**config.mk**
```make
export PLATFORM = sky130hd
export DESIGN_NAME = systolic_seq_ctrl
export DESIGN_NICKNAME = d
export VERILOG_FILES = /design/src/rtl/systolic_seq_ctrl.sv
export SDC_FILE = /design/constraint.sdc
export NUM_CORES = 1
export LEC_CHECK = 0
export CAP_MARGIN = 20
export CELL_PAD_IN_SITES_DETAIL_PLACEMENT = 0
export CELL_PAD_IN_SITES_GLOBAL_PLACEMENT = 1
export CORE_UTILIZATION = 25
export CTS_BUF_LIST = sky130_fd_sc_hd__clkbuf_4 sky130_fd_sc_hd__clkbuf_8
export DETAILED_ROUTE_END_ITERATION = 8
export PLACE_DENSITY_LB_ADDON = 0.1
export SLEW_MARGIN = 20
export SYNTH_ARGS = -nofsm -noshare
export SYNTH_HDL_FRONTEND = slang
export SYNTH_SLANG_ARGS = --single-unit
```
**constraint.sdc**
```tcl
create_clock -name Clock -period 2.1 [get_ports Clock]
set_clock_uncertainty 0.2 [all_clocks]
set_input_delay 0.42 -clock Clock [delete_from_list [all_inputs] [get_ports Clock]]
set_output_delay 0.42 -clock Clock [all_outputs]
set_load 0.02 [all_outputs]
```
**src/rtl/systolic_seq_ctrl.sv**
```systemverilog
// Pass sequencer for the NxN systolic array: stream B/A operands into the array,
// run the shift phase, then drain the column partial sums onto an output stream.
module systolic_seq_ctrl #(
    parameter int N              = 8,
    parameter int DW             = 16,
    parameter int COMPUTE_CYCLES = 16,
    localparam int BW            = $clog2(N * N),
    localparam int AW            = $clog2(N),
    localparam int CW            = $clog2(COMPUTE_CYCLES + 1)
) (
    input  logic          Clock,
    input  logic          rst_n,
    input  logic          start,
    input  logic          skip_b,
    input  logic          abort,
    output logic          busy,
    output logic          done,
    input  logic          in_valid,
    output logic          in_ready,
    input  logic [DW-1:0] in_data,
    output logic          out_valid,
    input  logic          out_ready,
    output logic [DW-1:0] out_data,
    output logic          external_we,
    output logic          sel_a_or_b,
    output logic [BW-1:0] b_sel,
    output logic [AW-1:0] a_sel,
    output logic [DW-1:0] external_wdata,
    output logic          b_we_array_flat_sig,
    output logic          data_clear,
    output logic          en_shift_right,
    output logic          en_shift_bottom,
    output logic [AW-1:0] ps_sel,
    input  logic [DW-1:0] ps_bottom_out,
    output logic [2:0]    dbg_state
);

    localparam logic [2:0] S_IDLE    = 3'd0;
    localparam logic [2:0] S_CLEAR   = 3'd1;
    localparam logic [2:0] S_LOAD_B  = 3'd2;
    localparam logic [2:0] S_LOAD_A  = 3'd3;
    localparam logic [2:0] S_COMPUTE = 3'd4;
    localparam logic [2:0] S_DRAIN   = 3'd5;
    localparam logic [2:0] S_DONE    = 3'd6;

    localparam logic [BW-1:0] B_LAST = BW'(N * N - 1);
    localparam logic [AW-1:0] A_LAST = AW'(N - 1);
    localparam logic [CW-1:0] C_LAST = CW'(COMPUTE_CYCLES - 1);

    // Handshakes: a beat transfers on a rising Clock edge where valid and ready are
    // both high; in_ready/out_valid depend only on state, never on the partner's signal.

    logic [2:0]    state;
    logic [2:0]    state_nxt;
    logic          skip_r;
    logic [BW-1:0] b_cnt;
    logic [AW-1:0] a_cnt;
    logic [CW-1:0] cyc_cnt;
    logic [AW-1:0] col_cnt;
    logic          in_fire;
    logic          out_fire;

    assign in_fire  = in_valid & in_ready;
    assign out_fire = out_valid & out_ready;

    always_comb begin
        state_nxt = state;
        case (state)
            S_IDLE:    if (start) state_nxt = S_CLEAR;
            S_CLEAR:   state_nxt = skip_r ? S_LOAD_A : S_LOAD_B;
            S_LOAD_B:  if (in_fire && b_cnt == B_LAST) state_nxt = S_LOAD_A;
            S_LOAD_A:  if (in_fire && a_cnt == A_LAST) state_nxt = S_COMPUTE;
            S_COMPUTE: if (cyc_cnt == C_LAST) state_nxt = S_DRAIN;
            S_DRAIN:   if (out_fire && col_cnt == A_LAST) state_nxt = S_DONE;
            S_DONE:    state_nxt = S_IDLE;
            default:   state_nxt = S_IDLE;
        endcase
        if (abort) state_nxt = S_IDLE;
    end

    always_ff @(posedge Clock or negedge rst_n) begin
        if (!rst_n) begin
            state   <= S_IDLE;
            skip_r  <= 1'b0;
            b_cnt   <= '0;
            a_cnt   <= '0;
            cyc_cnt <= '0;
            col_cnt <= '0;
        end else begin
            state <= state_nxt;
            if (abort) begin
                b_cnt   <= '0;
                a_cnt   <= '0;
                cyc_cnt <= '0;
                col_cnt <= '0;
            end else begin
                case (state)
                    S_IDLE:    if (start) skip_r <= skip_b;
                    S_LOAD_B:  if (in_fire) b_cnt <= (b_cnt == B_LAST) ? '0 : b_cnt + 1'b1;
                    S_LOAD_A:  if (in_fire) a_cnt <= (a_cnt == A_LAST) ? '0 : a_cnt + 1'b1;
                    S_COMPUTE: cyc_cnt <= (cyc_cnt == C_LAST) ? '0 : cyc_cnt + 1'b1;
                    S_DRAIN:   if (out_fire) col_cnt <= (col_cnt == A_LAST) ? '0 : col_cnt + 1'b1;
                    default:   ;
                endcase
            end
        end
    end

    // Write data and drained sums are gated so idle outputs read as zero.
    always_comb begin
        busy                = (state != S_IDLE);
        done                = (state == S_DONE);
        in_ready            = (state == S_LOAD_B) || (state == S_LOAD_A);
        external_we         = in_valid & in_ready;
        external_wdata      = in_ready ? in_data : '0;
        sel_a_or_b          = (state == S_LOAD_A);
        b_sel               = b_cnt;
        a_sel               = a_cnt;
        b_we_array_flat_sig = (state == S_LOAD_B);
        data_clear          = (state == S_CLEAR);
        en_shift_right      = (state == S_COMPUTE);
        en_shift_bottom     = (state == S_COMPUTE);
        out_valid           = (state == S_DRAIN);
        out_data            = out_valid ? ps_bottom_out : '0;
        ps_sel              = col_cnt;
        dbg_state           = state;
    end

endmodule

```
==> results.json <==
{
  "start_kind": "flop",
  "ys_top_cells_by_area": "dfrtp_1, and2_1, ha_1, nand2_1, a21oi_1",
  "ys_types": 41,
  "antenna_cells": 0,
  "ant_nets": 0,
  "grt_max_degree": 22,
  "place.gp.congestion": 0.722,
  "grt-ovfl-total": 0,
  "yosysWarnings": 0,
  "dp_slack_ps": -145,
  "power_density_nw_per_um2": 536,
  "fin_nets": 322,
  "antenna_found_initial": 0,
  "fin_crit_sh_pct": 99.0,
  "synth_commonest_cells": "and2_1, dfrtp_1, nand2_1, a21oi_1, nand3_1",
  "numCtsBuffers": 3,
  "min_period_ps": 2080,
  "synth-seq-cells": 21,
  "via_per_inst": 4.47,
  "status": "finished clean",
  "drv_slew": 0,
  "syn_to_final_growth_pct": 74.5,
  "dieWidth_um": 77.3,
  "leakage_nw": 1.20,
  "setup_viol": 0,
  "num_rows": 27,
  "synth_area_leader_cell": "dfrtp_1",
  "design.die.area_um2": 5980,
  "criticalPathCategory": "reg -> out",
  "synth_edf_count": 0,
  "grt_use_total_pct": 15.3,
  "worstPathMaxFanout": 19,
  "firstDrtPassIters": 4,
  "drt-wirelength-per-cell_um": 13.0,
  "peakVddDrop_mv": 0.296,
  "grt_pass1_vias": 1457,
  "async_flop_share_pct": 100,
  "cts_tree": "done",
  "cts.htree.levels": 1,
  "tightest_slew_ps": 277,
  "core_area_um2": 5470,
  "vias": 1557,
  "hold_viol_final": 0,
  "syn_inst": 160,
  "stdcell_area_um2": 2480,
  "slew_headroom_pct": 81.5,
  "netlist.area_leader.share_pct": 37.0,
  "synth.avg_cell_area_um2": 8.87,
  "clk_latency_ps": 260,
  "die_h_um": 77.3,
  "clk_pin_slew_ps": 80,
  "cts_buffer_depth": 2,
  "hold_path_class": "in -> async",
  "end_kind": "primary output",
  "fin_ws_ps": 21.3,
  "syn_nets": 205,
  "yosysMostFrequentCell": "and2_1",
  "dp_hpwl_mm": 3.38,
  "initialDrtViolationCount": 24,
  "root_buffer": "clkbuf_8",
  "maxCapViolCount": 0,
  "grt_pass1_wl_mm": 7.26,
  "start_util_pct": 25.9,
  "placed_cells": 337,
  "cts_sinks": 21,
  "ys_seq_area_share_pct": 37.0,
  "cp.arrival_ps": 1460,
  "stdcell_count": 348,
  "ioPinCount": 96,
  "fmax_mhz": 481,
  "dpl_cell_area_um2": 2560,
  "rsz0062_at_grt": "true",
  "drc": 0,
  "hold_buffers": 0,
  "port_buffers": 95,
  "drive_above_1_share_pct": 29.7,
  "required_ps": 1480,
  "ys.flop_type": "dfrtp_1",
  "netlist_area_um2": 1420,
  "wirelength_mm": 4.54
}
## critical path: stages, from the launching register on
cell and delay [ps]:
dfrtp_1 400, buf_6 140, and2b_2 210, buf_12 140, and2_1 150, buf_2 150
## registers in the layout (all words and copies together), names as in the netlist
| name | flops |
|---|---|
| cyc_cnt | 5 |
| a_sel | 3 |
| dbg_state | 3 |
| skip_r | 1 |
| ps_sel | 3 |
| b_sel | 6 |
## cell usage in the layout, fill, tap and decap left out, types with 2 or more instances in the layout
cell type,netlist,final
a21oi_1,13,13
and2_1,35,35
and3b_2,1,2
buf_2,0,24
buf_4,1,24
buf_6,3,3
clkbuf_2,0,15
clkbuf_8,0,3
clkdlybuf4s50_1,0,51
dfrtp_1,21,21
ha_1,6,6
nand2_1,19,19
nand3_1,9,9
nand4_1,2,2
nor2_1,8,8
nor3b_1,2,2
o21ai_0,2,2
or3_1,4,4
xor2_1,3,3
## power breakdown
group | internal (mW) | switching, mW | total, mW
Combinational | 0.309 | 0.284 | 0.593
Clock | 0.148 | 0.133 | 0.281
Sequential | 0.429 | 0.0245 | 0.453
## area by class of cell
cell class              count  area [um2]
clock buffers               4        48.8
flip-flops and latches     21         526
fillers                   567        3000
multi-input cells         130         841
well taps                  72        90.1
repair buffers            121         971
## through the flow
step	total power, mW	setup TNS (ps)	hold slack [ps]	utilization [%]
after floorplan	0.748	0	-75.6	-
after global placement	1.09	-3230	309	46.8
after detailed placement	1.09	-3220	314	46.8
after CTS	1.34	0	310	46.1
after global routing	1.41	-717	348	45.2
final	1.33	0	304	45.2
## kinds of logic (layout without fill, tap and decap cells)
group                      Yosys count  count (layout)  share of synthesized area, %
xor gates and xnor gates             4               4                          2.47
muxes                                2               2                          1.50
AOI/OAI and AO/OA                   24              24                          10.4
DFF                                 21              21                          37.0
and+or+nand+nor                     93              94                          38.8
adders and majority gates            6               6                          5.29
buffers and inverters               10             125                          4.50
## routing by layer
metal | vias to the layer above | track usage (%) | part of all wire [%]
li1 | 782 | - | -
met1 | 703 | 20.3 | 47
met2 | 70 | 25.0 | 45
met3 | 2 | 3.41 | 8.4
met4 | 0 | 3.96 | 0.55
met5 | - | 0 | 0
## worst paths after layout
path	from	cells past startpoint	end	slack, ps
worst max-delay path	dbg_state[1]	5	external_wdata[0]	20
worst min-delay path	rst_n	2	cyc_cnt[2]	300
worst max register to register	dbg_state[0]	5	skip_r	80
worst min register to register	skip_r	1	skip_r	330
max in group asynchronous	rst_n	2	dbg_state[1]	1170
min in group Clock	skip_r	1	skip_r	330
## repair_timing
action | in CTS | in global routing
pin swaps | 0 | 0
gates cloned | 1 | 0
setup endpoints to repair | 43 | 35
buffers inserted | 5 | 1
resized for setup | 129 | 31
No activity file was read; power rests on OpenSTA's default activity.
